--- src/rtl/arm_trace_pkg.sv ---
// rtl/arm_trace_pkg.sv - shared trace record type and constants for the commit-trace buffer
package arm_trace_pkg;

  localparam int TRACE_SEQ_W = 16;
  localparam logic [15:0] DROP_CNT_MAX = 16'hFFFF;

  typedef struct packed {
    logic [31:0]            pc;
    logic [31:0]            instr;
    logic [TRACE_SEQ_W-1:0] seq;
  } trace_rec_t;

endpackage

--- src/rtl/trace_ram.sv ---
// rtl/trace_ram.sv - trace record register array, one synchronous write port, asynchronous read port
import arm_trace_pkg::*;

module trace_ram #(
  parameter int DEPTH  = 16,
  parameter int ADDR_W = $clog2(DEPTH)
) (
  input  logic              clk,
  input  logic              we,
  input  logic [ADDR_W-1:0] waddr,
  input  trace_rec_t        wdata,
  input  logic [ADDR_W-1:0] raddr,
  output trace_rec_t        rdata
);

  trace_rec_t mem [DEPTH];

  always_ff @(posedge clk) begin
    if (we) mem[waddr] <= wdata;
  end

  assign rdata = mem[raddr];

endmodule

--- src/rtl/wb_trace_fifo.sv ---
// rtl/wb_trace_fifo.sv - write-back commit-trace FIFO with drop-on-overflow
// Optional saturating drop counter and drop_cnt port enabled by TRACE_DROP_CNT_EN.
import arm_trace_pkg::*;

module wb_trace_fifo #(
  parameter int DEPTH = 16,
  parameter int SEQ_W = TRACE_SEQ_W
) (
  input  logic                     clk,
  input  logic                     rst,
  input  logic                     wb_valid,
  input  logic                     freeze,
  input  logic [31:0]              wb_pc,
  input  logic [31:0]              wb_instr,
  input  logic                     clear,
  output logic                     tr_valid,
  input  logic                     tr_ready,
  output logic [31:0]              tr_pc,
  output logic [31:0]              tr_instr,
  output logic [SEQ_W-1:0]         tr_seq,
  output logic [$clog2(DEPTH):0]   count,
  output logic                     full,
  output logic                     empty,
  output logic                     overflow
`ifdef TRACE_DROP_CNT_EN
  ,
  output logic [15:0]              drop_cnt
`endif
);

  localparam int ADDR_W = $clog2(DEPTH);
  localparam int CNT_W  = ADDR_W + 1;

  logic [ADDR_W-1:0] wr_ptr;
  logic [ADDR_W-1:0] rd_ptr;
  logic [CNT_W-1:0]  cnt;
  logic [SEQ_W-1:0]  seq_ctr;
  logic              ovf;
  logic              capture;
  logic              pop;
  logic              push;
  logic              drop;
  trace_rec_t        wr_rec;
  trace_rec_t        rd_rec;

  assign empty    = (cnt == '0);
  assign full     = (cnt == CNT_W'(DEPTH));
  assign tr_valid = !empty;
  assign count    = cnt;
  assign overflow = ovf;

  assign capture = wb_valid && !freeze;
  assign pop     = tr_valid && tr_ready;
  // A pop frees the slot this very cycle, so a full buffer can still accept.
  assign push    = capture && (!full || pop);
  assign drop    = capture && full && !pop;

  always_comb begin
    wr_rec       = '0;
    wr_rec.pc    = wb_pc;
    wr_rec.instr = wb_instr;
    wr_rec.seq   = TRACE_SEQ_W'(seq_ctr);
  end

  trace_ram #(
    .DEPTH  (DEPTH),
    .ADDR_W (ADDR_W)
  ) u_ram (
    .clk   (clk),
    .we    (push && !clear && !rst),
    .waddr (wr_ptr),
    .wdata (wr_rec),
    .raddr (rd_ptr),
    .rdata (rd_rec)
  );

  // The sequence counter survives clear so consumers can see a gap across it.
  always_ff @(posedge clk) begin
    if (rst) begin
      seq_ctr <= '0;
    end else if (capture) begin
      seq_ctr <= seq_ctr + 1'b1;
    end
  end

  always_ff @(posedge clk) begin
    if (rst || clear) begin
      wr_ptr <= '0;
      rd_ptr <= '0;
      cnt    <= '0;
      ovf    <= 1'b0;
    end else begin
      if (push) wr_ptr <= wr_ptr + 1'b1;
      if (pop)  rd_ptr <= rd_ptr + 1'b1;
      if (push && !pop)      cnt <= cnt + 1'b1;
      else if (pop && !push) cnt <= cnt - 1'b1;
      if (drop) ovf <= 1'b1;
    end
  end

`ifdef TRACE_DROP_CNT_EN
  always_ff @(posedge clk) begin
    if (rst || clear) begin
      drop_cnt <= '0;
    end else if (drop && drop_cnt != DROP_CNT_MAX) begin
      drop_cnt <= drop_cnt + 1'b1;
    end
  end
`endif

  assign tr_pc    = empty ? 32'h0 : rd_rec.pc;
  assign tr_instr = empty ? 32'h0 : rd_rec.instr;
  assign tr_seq   = empty ? '0 : SEQ_W'(rd_rec.seq);

endmodule

--- config.mk ---
export PLATFORM = sky130hd
export DESIGN_NAME = wb_trace_fifo
export DESIGN_NICKNAME = d
export VERILOG_FILES = /design/src/rtl/arm_trace_pkg.sv /design/src/rtl/trace_ram.sv /design/src/rtl/wb_trace_fifo.sv
export SDC_FILE = /design/constraint.sdc
export NUM_CORES = 1
export LEC_CHECK = 0
export ABC_CLOCK_PERIOD_IN_PS = 14600
export BUFFER_PORTS_ARGS = -buffer_cell sky130_fd_sc_hd__buf_2
export CAP_MARGIN = 15
export CORE_UTILIZATION = 62
export DETAILED_ROUTE_END_ITERATION = 8
export GPL_TIMING_DRIVEN = 0
export PLACE_DENSITY = 0.76
export SYNTH_ARGS = -nofsm -noshare
export SYNTH_HDL_FRONTEND = slang
export SYNTH_SLANG_ARGS = --single-unit
--- constraint.sdc ---
create_clock -name clk -period 14.6 [get_ports clk]
set_input_delay 2.19 -clock clk [delete_from_list [all_inputs] [get_ports clk]]
set_output_delay 2.19 -clock clk [all_outputs]
set_load 0.01 [all_outputs]
* Word level (Yosys, flattened, before mapping)
Memory sizes are Yosys's and may differ from the RTL's. A register that Yosys moved wholly into a read port is not among the register bits.
Index checks and enable logic that the tools add are counted.
** Cells by class
- $add $sub $neg :: 5
- Eq/ne operators :: 1
- Muxes and demuxes :: 9
- Reductions and logical operators :: 20
** Operators with widths (count)
- 2-to-1 mux 32 bit :: 2
- adder 16 x 1 -> 16 bit, second input constant :: 1
- 2-to-1 mux 16 bit :: 1
- 2-to-1 mux 5 bit :: 2
- logical AND 1 bit :: 9
- adder 4 x 1 -> 4 bit, second input constant :: 2
- 2-to-1 mux 4 bit :: 2
- zero test 1 bit :: 7
- adder 5 x 1 -> 5 bit, second input constant :: 1
- == test 5 bit, second input constant :: 1
- zero test 5 bit :: 1
- subtractor 5 x 1 -> 5 bit, second input constant :: 1
- logical OR 1 bit :: 2
- 2-to-1 mux 1 bit :: 2
- nonzero test 2 bit :: 1
** Word-level totals
- Register bits :: 30
- Memory bits (writable) :: 1280
- Input bits :: 70
- Output and inout bits :: 89
- Logic and storage cells :: 41
- Memories kept :: 1
** Memories
- u_ram.mem :: words 16, width 80, rd ports 1, clocked after memory_dff 1, write ports 1, line trace_ram.sv:16 : trace_rec_t mem [DEPTH];

* Depth between registers and ports, before layout
- Word-level depth :: 9
- Mapped depth :: 12
- Depth with buffers taken out :: 9

* Hierarchy
From an unflattened synthesis, not the netlist that was laid out.
** Second synthesis, totals
- Cell total of the unflattened synthesis :: 2231
- Area, all modules :: 49847.8 um2
** By module, submodules not included
- trace_ram :: times used 1, cells an instance 1974, area an instance 47820.9 um2, seq. area each 38436.9 um2
- wb_trace_fifo :: times used 1, cells an instance 257, area an instance 2026.9 um2, seq. area each 600.6 um2

* Worst setup path after synthesis
Ideal clock, no wire load.
- Path type :: in2reg
- Start :: input wb_valid
- End :: memory u_ram.mem[11][0] (netlist name) (enable)
- Setup time :: 617 ps
- Arrival :: 8203 ps
- Required time :: 13983 ps
- Slack :: 5780 ps
- Cell stages on the path :: 4
- Path buffers :: 1
- Cells stage by stage :: nor2b_1 > clkbuf_1 > o311ai_2 > nor3_1
** On the way
- Word-level cells in the longest chain between the ends :: 6
** RTL lines
- from (decl) :: line wb_trace_fifo.sv:11 : input logic wb_valid,
- logical AND 1 bit :: line wb_trace_fifo.sv:52 : assign capture = wb_valid && !freeze;
- logical AND 1 bit :: line wb_trace_fifo.sv:55 : assign push = capture && (!full || pop);
- logical AND 1 bit (2 in series) :: line wb_trace_fifo.sv:70 : .we (push && !clear && !rst),
- 2-to-1 mux 1 bit :: line trace_ram.sv:19 : if (we) mem[waddr] <= wdata;
- 2-to-1 mux 1 bit (not written as such) :: line trace_ram.sv:19
- to (decl) :: line trace_ram.sv:16
No other way between the ends.

==> results_dict.tcl <==
set metrics [dict create \
    clk_pin_slew_worst_paths_ns 0.05 \
    die_area_mm2 0.0817 \
    grt_pass1_vias 25100 \
    drt_iter0_markers 3429 \
    cts_buffers 131 \
    rsz0062_at_grt "false" \
    finalPower_mw 7.87 \
    antenna_left 0 \
    fin_skew_ns 0.0230 \
    min_from "overflow$_SDFFE_PP0P_" \
    cts.sinks 1314 \
    cts_root_buffer "clkbuf_16" \
    syn-cell-area_mm2 0.0500 \
    grt_usage_pct 29.4 \
    end_kind "output pin" \
    yosysWarnings 0 \
    vias_per_cell 6.75 \
    status "complete, no violations" \
    crit_type "flip-flop to output pin" \
    final-setup-viol-count 0 \
    start_util_pct 63.0 \
    grt_pass1_wl_um 170000 \
    grt.overflow.total 0 \
    yosysSeqAreaShare_pct 78.3 \
    drt_first_pass_iters 5 \
    drc 0 \
    wl_per_cell_um 32.4 \
    max_freq_ghz 0.156 \
    rows 103 \
    final_common_cell "edfxtp_1" \
    period_needed_ns 6.42 \
    tightest_slew_ns 1.15 \
    fin_crit_sh_pct 43.9 \
    max-vdd-ir-drop_uv 100 \
    slew_violations 0 \
    io_buffers 157 \
    synth.distinct_cells 45 \
    drive_above_1_share_pct 29.9 \
    wl_um 117000 \
    grt_max_degree 45 \
    crit_path_max_fanout 10 \
    postCtsSetupBuffers 0 \
    cts_resized 0 \
    hpwl_um 65000 \
    gp_routability_congestion 0.772 \
    tns_ns 0 \
    die_h_um 286 \
    dp_cells 3389 \
    slew_headroom_pct 23.3 \
    io_pins 159 \
    synthCells 2147 \
    cp.arrival_ns 4.23 \
    hp-class "flip-flop to flip-flop" \
    ctsHoldBuffers 0 \
    hold_ws_ns 0.474 \
    p_per_area_mw_per_mm2 138 \
    cap_violations 0 \
    cts_htree_levels 4 \
    final_cells 3629 \
    clock_path_buffers 3 \
    synth_area_per_cell_um2 23.3 \
    r2r-start "count[0]$_SDFFE_PP0P_" \
    core_mm2 0.0794 \
    cts_tree "done" \
    leakage_nw 17.6 \
    syn2layout_area_growth_pct 14.3 \
    finalHoldViolations 0 \
    synth_seq_cells 1314 \
    vias 24500 \
    antenna_found_initial 9 \
    insertion_delay_ns 0.73 \
    die_w_um 286 \
    cp_data_required_time_ns 12.41 \
    syn_nets 2228 \
    final_util_pct 71.9 \
    layout_common_cells "edfxtp_1 (1280), mux4_2 (320), buf_2 (208), mux2i_1 (162), clkbuf_16 (135)" \
    startpoint_type "flip-flop" \
    final_nets 2553 \
]
-- sequential cells by signal (all words and copies together), names as in the netlist, named ones only --
| signal | count |
|---|---|
| count | 5 |
| u_ram.mem | 1280 |
| wr_ptr | 4 |
| seq_ctr | 16 |
| rd_ptr | 4 |
| overflow | 1 |
-- per-stage QoR --
| stage | worst slack [ns] | area, µm² |
|---|---|---|
| after global placement | -1.61 | 52100 |
| after floorplan | 5.78 | 50000 |
| after detailed placement | 8.97 | 52900 |
| final | 8.18 | 57100 |
| after CTS | 8.20 | 57100 |
| after global routing | 8.08 | 57100 |
-- Yosys cell counts (all sizes together) --
master	count	share of area, %
edfxtp	1280	77
mux4	320	14
mux2i	162	3.2
o22ai	80	1.0
buf	72	0.71
clkbuf	45	0.34
dfxtp	34	1.4
nor2	28	0.21
and3	16	0.20
xor2	13	0.23
nand3	12	0.12
a21oi	10	0.10
ha	10	0.25
nand2	10	0.075
inv	6	0.045
o21ai	4	0.040
xnor2	4	0.070
and2	3	0.038
nand4	3	0.038
nor2b	3	0.038
nor3	3	0.030
or3	3	0.038
or4	3	0.053
a31o	2	0.035
and4	2	0.035
and4b	2	0.040
nand2b	2	0.040
nor4	2	0.025
o211ai	2	0.030
o31ai	2	0.040
a211o	1	0.018
a211oi	1	0.015
a21o	1	0.015
a311o	1	0.020
fa	1	0.040
nand4b	1	0.018
o311ai	1	0.033
o31a	1	0.018
or2	1	0.013
-- worst max-delay path, stage by stage (launching register included) --
cell and delay, ns:
dfxtp_1 0.30, clkbuf_1 0.73, clkbuf_1 0.72, clkbuf_1 0.91
mux2i_1 0.23, o22ai_1 0.39, buf_2 0.21
-- logic make-up (layout without fill, tap and decap cells) --
kind of cell | after synthesis | in the layout | share of synthesized area [%]
xor gates and xnor gates | 17 | 17 | 0.298
other | 0 | 2 | 0
and+or+nand+nor | 94 | 94 | 1.01
DFF | 1314 | 1314 | 78.3
muxes | 482 | 482 | 17.7
adders and majority gates | 11 | 11 | 0.290
buffers and inverters | 123 | 553 | 1.10
AOI/OAI and AO/OA | 106 | 106 | 1.36
-- report_power, final --
part | total, mW | leakage [nW] | internal [mW] | switching, mW
clock | 3.31 | 2.07 | 1.94 | 1.37
combinational | 0.417 | 3.72 | 0.135 | 0.282
sequential | 4.14 | 11.8 | 4.13 | 0.00641
-- path summary, 6_finish.rpt --
| path | depth (start not counted) | slack [ns] | end |
|---|---|---|---|
| worst max register to register | 12 | 11.45 | count[3]$_SDFFE_PP0P_ |
| worst min-delay path | 2 | 0.47 | overflow$_SDFFE_PP0P_ |
| worst min register to register | 2 | 0.47 | overflow$_SDFFE_PP0P_ |
| worst max-delay path | 6 | 8.18 | tr_seq[15] |
-- metal layers --
metal	vias up	GRT usage, %	wire length (µm)
met5	-	0	69
met4	10	9.25	3210
met3	200	5.29	9590
met2	1405	49.2	60500
met1	13000	40.0	44100
li1	9833	-	-
-- final cells by class --
type                            instances  area, µm²
Sequential cell                      1314      39100
Fill cell                            4431      22300
Multi-Input combinational cell        710      10400
Clock buffer                          173       3570
Timing Repair Buffer                  192       1490
Tap cell                             1050       1310
Clock inverter                         65        672
Buffer                                117        526
Inverter                                6       22.5
Antenna cell                            2       5.00
No activity file was read; power rests on OpenSTA's default activity.
